## src/rtl/tri_perspective_proj.sv

```systemverilog
// Per-triangle camera-relative yaw rotation and perspective divide with near-plane culling.
// One restoring divider is shared across the six screen coordinates and runs one bit per cycle.
module tri_perspective_proj #(
   parameter int COORD_W     = 6,
   parameter int CAM_W       = 7,
   parameter int TRIG_W      = 8,
   parameter int COLOR_W     = 10,
   parameter int OUT_W       = 8,
   parameter int FOCAL_SHIFT = 4,
   parameter int NEAR_Z      = 1,
   parameter int CNT_W       = 16,
   localparam int D_W        = ((COORD_W > CAM_W) ? COORD_W : CAM_W) + 1,
   localparam int R_W        = D_W + 1,
   localparam int DIV_STEPS  = R_W + FOCAL_SHIFT,
   localparam int TRI_W      = 9*COORD_W + COLOR_W,
   localparam int OT_W       = 6*OUT_W + R_W + COLOR_W
) (
   input  logic               clk,
   input  logic               rst,
   input  logic               in_valid,
   output logic               in_ready,
   input  logic [TRI_W-1:0]   in_tri,
   input  logic [CAM_W-1:0]   cam_x,
   input  logic [CAM_W-1:0]   cam_y,
   input  logic [CAM_W-1:0]   cam_z,
   input  logic [TRIG_W-1:0]  sin_val,
   input  logic [TRIG_W-1:0]  cos_val,
   output logic               out_valid,
   input  logic               out_ready,
   output logic [OT_W-1:0]    out_tri,
   output logic [CNT_W-1:0]   cull_count
);
   localparam int P_W  = D_W + TRIG_W + 1;
   localparam int ST_W = $clog2(DIV_STEPS);
   localparam int MAXO = 2**(OUT_W-1) - 1;
   localparam logic signed [R_W-1:0] NEAR_R = R_W'(NEAR_Z);

   typedef enum logic [1:0] {IDLE, XFORM, DIV, OUT} state_t;

   state_t                   state_q, state_d;
   logic                     rdy_q;
   logic [TRI_W-1:0]         tri_q, tri_d;
   logic signed [CAM_W-1:0]  cam_q [3], cam_d [3];
   logic signed [TRIG_W-1:0] sin_q, sin_d, cos_q, cos_d;
   logic signed [R_W-1:0]    xr_q [3], xr_d [3], yr_q [3], yr_d [3], zr_q [3], zr_d [3];
   logic                     load_q, load_d;
   logic [2:0]               idx_q, idx_d;
   logic [ST_W-1:0]          step_q, step_d;
   logic [R_W-1:0]           rem_q, rem_d;
   logic [DIV_STEPS-1:0]     dq_q, dq_d;
   logic [OUT_W-1:0]         s_q [6], s_d [6];
   logic [OT_W-1:0]          ot_q, ot_d;
   logic [CNT_W-1:0]         cnt_q, cnt_d;

   logic signed [COORD_W-1:0] vx [3], vy [3], vz [3];
   logic signed [D_W-1:0]     dx [3], dy [3], dz [3];
   logic signed [P_W-1:0]     ex, ez, cs, sn, rx, rz;
   logic signed [R_W-1:0]     xr_n [3], yr_n [3], zr_n [3];

   always_comb begin
      ex = '0; ez = '0; rx = '0; rz = '0;
      cs = P_W'(cos_q);
      sn = P_W'(sin_q);
      for (int unsigned i = 0; i < 3; i++) begin
         vx[i] = tri_q[COLOR_W + (8-3*i)*COORD_W +: COORD_W];
         vy[i] = tri_q[COLOR_W + (7-3*i)*COORD_W +: COORD_W];
         vz[i] = tri_q[COLOR_W + (6-3*i)*COORD_W +: COORD_W];
         dx[i] = D_W'(vx[i]) - D_W'(cam_q[0]);
         dy[i] = D_W'(vy[i]) - D_W'(cam_q[1]);
         dz[i] = D_W'(vz[i]) - D_W'(cam_q[2]);
         ex = P_W'(dx[i]);
         ez = P_W'(dz[i]);
         rx = ex*cs + ez*sn;
         rz = ez*cs - ex*sn;
         xr_n[i] = R_W'(rx >>> (TRIG_W-2));
         zr_n[i] = R_W'(rz >>> (TRIG_W-2));
         yr_n[i] = R_W'(dy[i]);
      end
   end

   logic signed [R_W-1:0] cval [8];
   logic signed [R_W-1:0] sel, zmax;
   logic [R_W-1:0]        mag_n, zdiv;
   logic [DIV_STEPS-1:0]  num_n, dq_s;
   logic [2:0]            nidx;
   logic [R_W:0]          sh, diff;
   logic [R_W-1:0]        rem_s;
   logic                  qb, cull, neg;
   logic [OUT_W-1:0]      qc, res;

   // Operand for the next quotient is fetched while the current one finishes, so quotients run back to back.
   always_comb begin
      for (int unsigned k = 0; k < 8; k++) cval[k] = '0;
      for (int unsigned k = 0; k < 3; k++) begin
         cval[2*k]   = xr_q[k];
         cval[2*k+1] = yr_q[k];
      end
      nidx  = load_q ? 3'd0 : idx_q + 3'd1;
      sel   = cval[nidx];
      mag_n = sel[R_W-1] ? -sel : sel;
      num_n = {mag_n, {FOCAL_SHIFT{1'b0}}};
      zdiv  = zr_q[idx_q[2:1]];
      sh    = {rem_q, dq_q[DIV_STEPS-1]};
      diff  = sh - {1'b0, zdiv};
      qb    = ~diff[R_W];
      rem_s = qb ? diff[R_W-1:0] : sh[R_W-1:0];
      dq_s  = {dq_q[DIV_STEPS-2:0], qb};
      qc    = (dq_s > DIV_STEPS'(MAXO)) ? OUT_W'(MAXO) : dq_s[OUT_W-1:0];
      neg   = cval[idx_q][R_W-1];
      res   = neg ? -qc : qc;
      cull  = 1'b0;
      zmax  = zr_q[0];
      for (int unsigned i = 0; i < 3; i++) begin
         if (zr_q[i] < NEAR_R) cull = 1'b1;
         if (zr_q[i] > zmax)   zmax = zr_q[i];
      end
   end

   always_comb begin
      state_d = state_q;
      tri_d   = tri_q;
      cam_d   = cam_q;
      sin_d   = sin_q;
      cos_d   = cos_q;
      xr_d    = xr_q;
      yr_d    = yr_q;
      zr_d    = zr_q;
      load_d  = load_q;
      idx_d   = idx_q;
      step_d  = step_q;
      rem_d   = rem_q;
      dq_d    = dq_q;
      s_d     = s_q;
      ot_d    = ot_q;
      cnt_d   = cnt_q;
      case (state_q)
         IDLE: begin
            if (in_valid && rdy_q) begin
               tri_d    = in_tri;
               cam_d[0] = cam_x;
               cam_d[1] = cam_y;
               cam_d[2] = cam_z;
               sin_d    = sin_val;
               cos_d    = cos_val;
               state_d  = XFORM;
            end
         end
         XFORM: begin
            xr_d    = xr_n;
            yr_d    = yr_n;
            zr_d    = zr_n;
            load_d  = 1'b1;
            state_d = DIV;
         end
         DIV: begin
            if (load_q) begin
               if (cull) begin
                  state_d = IDLE;
                  if (cnt_q != '1) cnt_d = cnt_q + CNT_W'(1);
               end else begin
                  load_d = 1'b0;
                  idx_d  = '0;
                  step_d = '0;
                  rem_d  = '0;
                  dq_d   = num_n;
               end
            end else begin
               rem_d  = rem_s;
               dq_d   = dq_s;
               step_d = step_q + ST_W'(1);
               if (step_q == ST_W'(DIV_STEPS-1)) begin
                  s_d[idx_q] = res;
                  step_d     = '0;
                  rem_d      = '0;
                  dq_d       = num_n;
                  idx_d      = idx_q + 3'd1;
                  if (idx_q == 3'd5) begin
                     ot_d    = {s_q[0], s_q[1], s_q[2], s_q[3], s_q[4], res, zmax, tri_q[COLOR_W-1:0]};
                     state_d = OUT;
                  end
               end
            end
         end
         OUT: begin
            if (out_ready) state_d = IDLE;
         end
         default: state_d = IDLE;
      endcase
   end

   assign in_ready   = rdy_q && (state_q == IDLE);
   assign out_valid  = (state_q == OUT);
   assign out_tri    = ot_q;
   assign cull_count = cnt_q;

   always_ff @(posedge clk or negedge rst) begin
      if (!rst) begin
         state_q <= IDLE;
         rdy_q   <= 1'b0;
         tri_q   <= '0;
         sin_q   <= '0;
         cos_q   <= '0;
         load_q  <= 1'b0;
         idx_q   <= '0;
         step_q  <= '0;
         rem_q   <= '0;
         dq_q    <= '0;
         ot_q    <= '0;
         cnt_q   <= '0;
         for (int unsigned i = 0; i < 3; i++) begin
            cam_q[i] <= '0;
            xr_q[i]  <= '0;
            yr_q[i]  <= '0;
            zr_q[i]  <= '0;
         end
         for (int unsigned i = 0; i < 6; i++) s_q[i] <= '0;
      end else begin
         state_q <= state_d;
         rdy_q   <= 1'b1;
         tri_q   <= tri_d;
         cam_q   <= cam_d;
         sin_q   <= sin_d;
         cos_q   <= cos_d;
         xr_q    <= xr_d;
         yr_q    <= yr_d;
         zr_q    <= zr_d;
         load_q  <= load_d;
         idx_q   <= idx_d;
         step_q  <= step_d;
         rem_q   <= rem_d;
         dq_q    <= dq_d;
         s_q     <= s_d;
         ot_q    <= ot_d;
         cnt_q   <= cnt_d;
      end
   end
endmodule

```

## config.mk

```make
export PLATFORM = sky130hd
export DESIGN_NAME = tri_perspective_proj
export DESIGN_NICKNAME = d
export VERILOG_FILES = /design/src/rtl/tri_perspective_proj.sv
export SDC_FILE = /design/constraint.sdc
export NUM_CORES = 2
export LEC_CHECK = 0
export BUFFER_PORTS_ARGS = -buffer_cell sky130_fd_sc_hd__buf_2
export CELL_PAD_IN_SITES_DETAIL_PLACEMENT = 1
export CELL_PAD_IN_SITES_GLOBAL_PLACEMENT = 1
export CORE_UTILIZATION = 50
export CTS_CLUSTER_SIZE = 28
export DETAILED_ROUTE_END_ITERATION = 10
export GPL_TIMING_DRIVEN = 1
export PLACE_DENSITY = 0.8
export SLEW_MARGIN = 10
export SYNTH_ARGS = -nofsm -noshare
export SYNTH_HDL_FRONTEND = slang
export SYNTH_SLANG_ARGS = --single-unit
```

## constraint.sdc

```tcl
create_clock -name clk -period 8.3 [get_ports clk]
set_clock_uncertainty 0.1 [all_clocks]
set_input_delay 1.66 -clock clk [delete_from_list [all_inputs] [get_ports clk]]
set_output_delay 1.66 -clock clk [all_outputs]
set_load 0.05 [all_outputs]
```

---- Word-level counts from Yosys, hierarchy flattened ----
Cells that the tools add are included.
storage, ports and cells
  register bits ........................... 343
  output and inout port bits .............. 85
  input bits .............................. 105
  logic and storage cells ................. 147
cells by class
  $mul .................................... 12
  equal/unequal tests ..................... 12
  bitwise operators ....................... 5
  $add $sub $neg .......................... 21
  $lt $le $gt $ge ......................... 10
  multiplexer cells ....................... 44
  reduce and logical (&&, ||, !) cells .... 13
operators with widths
  operator                                                         number
  multiplier 8 x 8 -> 15 bit                                       12
  2-to-1 mux 9 bit                                                 13
  subtractor 6 x 7 -> 8 bit                                        9
  binary-select mux 9 bit (select 3 bit)                           2
  bitwise mux 48 bit                                               1
  adder 15 bit                                                     3
  subtractor 15 bit                                                3
  2-to-1 mux 13 bit                                                3
  less-than comparator 9 x 2 -> 1 bit (second input constant)      3
  demux 8 bit (select 3 bit)                                       1
  2-to-1 mux 8 bit                                                 3
  binary-select mux 9 bit (select 2 bit)                           1
  greater-than comparator 9 bit                                    2
  adder 16 x 1 -> 16 bit (second input constant)                   1
  != test 16 bit (second input constant)                           1
  greater-than comparator 13 x 7 -> 1 bit (second input constant)  1
  2-to-1 mux 2 bit                                                 6
  2-to-1 mux 3 bit                                                 4
  2-to-1 mux 4 bit                                                 3
  subtractor 10 x 9 -> 10 bit                                      1
  != test 3 bit (second input constant)                            3
  negation 9 bit                                                   1
  greater-or-equal comparator 4 bit (second input constant)        2
  negation 8 bit                                                   1
  23 further kinds                                                 37

---- Logic depth before layout (Yosys ltp) ----
  depth in word-level cells ............... 11
  mapped depth ............................ 31
  gate-level depth less buffers ........... 30

---- Worst setup path after synthesis ----
No wires, ideal clock.
  path type ............................... reg-to-reg
  start ................................... register cam_q[0] in the netlist's numbering
  end ..................................... register zr_q[17] in the netlist's numbering
  arrival time ............................ 7.281 ns
  period minus slack after synthesis ...... 7.506 ns
  library setup time ...................... 0.125 ns
  slack ................................... 0.794 ns
  required time ........................... 8.075 ns
  stages on the path, launching flop included .. 28
  buffers on the path ..................... 1
  cell sequence ........................... dfrtp_1 > ha_1 > inv_1 > fa_1 > a21o_1 > a21oi_1 > o21bai_1 > a21oi_1 > xnor2_1 > clkbuf_1 > nand2_1 > fa_1 > fa_1 > fa_1 > inv_1 > fa_1 > fa_1 > inv_1 > fa_1 > inv_1 > ha_1 > a21o_1 > a21o_1 > a221o_1 > and4_1 > a2111oi_2 > xnor3_1 > mux2_2
between the ends
  longest elaborated chain between the ends .. 3
ends and longest elaborated chain
  element                     RTL line  text
  start: declaration          43        logic signed [CAM_W-1:0] cam_q [3], cam_d [3];
  start signal: assignment    221       cam_q <= cam_d;
  subtractor 6 x 7 -> 8 bit   70        dz[i] = D_W'(vz[i]) - D_W'(cam_q[2]);
  multiplier 8 x 8 -> 15 bit  74        rz = ez*cs - ex*sn;
  subtractor 15 bit           74
  end signal: assignment      226       zr_q <= zr_d;
  end: declaration            45        logic signed [R_W-1:0] xr_q [3], xr_d [3], yr_q [3], yr_d [3], zr_q [3], zr_d [3];
Every way passes these cells.
A chain may end at the register's enable or synchronous reset.

---- Worst setup path in the final report ----
  start ................................... register cam_q[15] in the netlist's numbering
  end ..................................... register zr_q[7] in the netlist's numbering
between the ends
  longest elaborated chain between the ends .. 3
ends and longest elaborated chain
  element                     RTL line  text
  subtractor 6 x 7 -> 8 bit   68        dx[i] = D_W'(vx[i]) - D_W'(cam_q[0]);
  multiplier 8 x 8 -> 15 bit  74
  subtractor 15 bit           74
Every way passes these cells.

==> summary.txt <==
Setup path
  – CP top delay family: adder cells
  – CP max stage delay: 0.50 ns
  – Reg2reg path depth: 25
  – Critical path depth: 25
  – Crit path buf inv count: 3
  – CP most frequent cell: fa_1
  – CP max stage cell: fa_1
  – Worst EP arrival: 8.30 ns
  – Kind of critical path: reg2reg
  – Critical Path RT: 8.65 ns
  – Critical Path Sink Type: flip-flop
  – Worst Setup Start Kind: flip-flop
  – Critical path peak fanout: 12

Synth
  – Post-synth top area cell: fa_1
  – Number of enable flip-flop cells after synthesis: 0
  – Register bit count reported by yosys: 335
  – Count leader, synth: inv_1
  – Synth Area in Adders: between 40% and 50%
  – Synth cell types: roughly 80
  – Simple-Gate Fraction of Synth Area: 14.2%
  – Post-synthesis mux area share: 5.24%
  – Synth Area in Compound Gates: 5.49%
  – Yosys top cell area share: approximately a third
  – Ys Warns: 0
  – Top cells by instance count after synthesis: inv_1 (965), fa_1 (745), nand2_1 (471)
  – Asr flop ratio synth: 100%
  – Syn nets: 6,014
  – Cell Area, Synth: about 46,000 µm²
  – Top area cells in the synthesized netlist: fa_1 (32%), dfrtp_1 (18%), ha_1 (11%), inv_1 (7.8%), and2_1 (5.4%)
  – Largest family of logic cells by synthesized area: adder cells
  – Post-synthesis average cell area: 9.68 µm²
  – Cells after Synth: 4,768
  – Sequential cell area fraction in the yosys report: 18.2%
  – Post-Synth XOR/XNOR Area: around 4.3%
  – Predominant post-synthesis flop cell: dfrtp_1

STA
  – Max-slew violations: 0
  – Fmax: 0.126 GHz
  – Final worst path period share: 95.8%
  – Slew HR: 24.4%
  – Setup_tns: 0 ns
  – RSZ-0062 raised after global routing: no
  – Hold slack final: 0.362 ns
  – Post-layout min period: 7.95 ns
  – Final hold vios: 0
  – Setup violations, final: 0
  – Slew @ Worst Pin: 1.12 ns

Clocking
  – Clock Sinks: 335
  – Htree depth: 2
  – Clk pin slew, worst setup/hold paths: about 0.06 ns
  – CTS tree: built
  – CTS root buf: clkbuf_16
  – Buffer count from post-CTS setup fixing: 0
  – Cts repair resizes: 0
  – Hold Buf Count CTS: 0
  – Clock buffer depth: 3
  – Cts bufs inserted: 40
  – Skew-Pair Late Insertion Delay: 0.60 ns

Global routing
  – Gr usage total: 30.5%
  – Pin count of the biggest net entering global routing: 164
  – Total grt overflow: 0
  – Antenna violations before repair: 7
  – Number of global-route vias before repair: 39,211
  – First-pass GRT wire length: ~220,000 µm

Detailed routing
  – Initial DRC Count: approximately 1,900
  – DRT Wirelength: approximately 140,000 µm
  – # DRC: 0
  – Post-route antenna net violation count: 0
  – DR pass1 iterations: 5
  – Avg WL per Cell: 22.6 µm
  – Via-to-Cell Ratio: 5.55
  – Via Count: between 30,000 and 40,000

Layout
  – Fin area: between 50,000 and 60,000 µm²
  – Fillers: slightly above 10,000
  – Layout Utilization: 54.6%
  – Total Nets Final: 6,137
  – Proportion of layout cells with a drive suffix above 1: 11.4%
  – Layout area overhead: 8.33%

Run
  – # Max-Cap Violations: 0

Die
  – # IOs: 190
  – CORE AREA: 91,500 µm²
  – Die Wd: 306 µm
  – Die area: 93,500 µm²
  – Die H: ~300 µm
  – Site Rows: 111
  – Initial core utilization: 50.4%

Hold path
  – Hold crit path type: reg2reg
  – Hold depth: 2

Place
  – Buffers on Ports: 189
  – RePlAce Congestion: 0.901
  – DP Area: 48,600 µm²
  – DP HPWL: 108,000 µm

Status
  – Status: finished, final reports clean
==> metal layers <==
metal / global-route usage (%) / up-vias / wire length (µm)
met4: 14.8 / 4 / 7360
met3: 3.57 / 303 / 6630
met5: 0 / - / 27
met1: 37.5 / 17832 / 54200
met2: 53.3 / 901 / 70000
li1: - / 14851 / -
==> cells in the final DEF, fill, tap and decap left out, types with 7 or more instances in the layout <==
| cell type | netlist | layout |
|---|---|---|
| inv_1 | 965 | 965 |
| fa_1 | 745 | 745 |
| nand2_1 | 471 | 470 |
| and2_1 | 395 | 395 |
| ha_1 | 396 | 395 |
| dfrtp_1 | 335 | 328 |
| buf_2 | 4 | 188 |
| nor2_1 | 179 | 179 |
| mux2_2 | 176 | 176 |
| xnor2_1 | 163 | 160 |
| buf_4 | 0 | 92 |
| a21oi_1 | 90 | 90 |
| o21ai_0 | 90 | 90 |
| nor2b_1 | 88 | 88 |
| xor2_1 | 50 | 50 |
| mux2i_1 | 40 | 40 |
| clkbuf_16 | 0 | 40 |
| nand3_1 | 38 | 37 |
| nand2b_1 | 32 | 32 |
| nor3_1 | 30 | 30 |
| a21o_1 | 29 | 29 |
| o21a_1 | 28 | 28 |
| and3_1 | 15 | 14 |
| o31ai_1 | 12 | 11 |
| nand4_1 | 11 | 11 |
| nor4_1 | 13 | 11 |
| o211ai_1 | 10 | 10 |
| a2111oi_0 | 10 | 10 |
| a22o_1 | 10 | 10 |
| a31oi_1 | 11 | 10 |
| or3_1 | 9 | 9 |
| a41oi_1 | 8 | 8 |
| o21bai_1 | 7 | 7 |
| a32oi_1 | 7 | 7 |
| clkbuf_1 | 188 | 7 |
| clkbuf_8 | 0 | 7 |
| dfrtp_2 | 0 | 7 |
==> worst paths after layout <==
| path | start | to | slack [ns] |
|---|---|---|---|
| max in group asynchronous | rst | cull_count[7] | 5.69 |
| min in group asynchronous | rst | out_tri[13] | 1.01 |
| hold reg to reg | s_q[8] | out_tri[27] | 0.36 |
| setup reg to reg | cam_q[15] | zr_q[7] | 0.35 |
| setup / recovery | cam_q[15] | zr_q[7] | 0.35 |
| hold / removal | s_q[8] | out_tri[27] | 0.36 |
==> layout make-up <==
type                            count  area [µm²]  share of cell area [%]
Clock buffer                       54        1120                    2.25
Timing Repair Buffer              282        1670                    3.33
Antenna cell                        3        7.51                  0.0150
Clock inverter                     17         249                   0.498
Inverter                          968        3630                    7.27
Tap cell                         1186        1480                    2.97
Sequential cell                   335        8390                    16.8
Multi-Input combinational cell   3264       33400                    66.9
==> cells by family (layout without fill, tap and decap cells) <==
| family | after synthesis | after routing |
|---|---|---|
| AOI/OAI and AO/OA | 372 | 372 |
| xor gates and xnor gates | 218 | 218 |
| adders and majority gates | 1141 | 1141 |
| buffers and inverters | 1169 | 1321 |
| DFF | 335 | 335 |
| muxes | 218 | 218 |
| other | 1 | 4 |
| and+or+nand+nor | 1314 | 1314 |
==> flip-flops by register name (all words and copies together) (netlist names) <==
signal,count
cos_q,8
cval,51
cam_q,21
zr_q,27
out_tri,67
s_q,40
rdy_q,1
tri_q,64
state_q,2
rem_q,9
load_q,1
cull_count,16
dq_q,13
idx_q,3
step_q,4
sin_q,8
==> through the flow <==
| stage | setup slack (ns) | instances |
|---|---|---|
| floorplan | 0.794 | 4768 |
| global placement | 0.533 | 6035 |
| detailed placement | 0.322 | 6035 |
| CTS | 0.180 | 6106 |
| global route | 0.0274 | 6108 |
| finish | 0.350 | 6109 |
==> worst min-delay path, stage by stage (launching register included) <==
cell and delay [ns]:
dfrtp_1 0.34, nand2_1 0.05, nand2_1 0.05
Power is not shown: default switching activity piles up to over one toggle a cycle in this logic, so the estimate is an artifact.
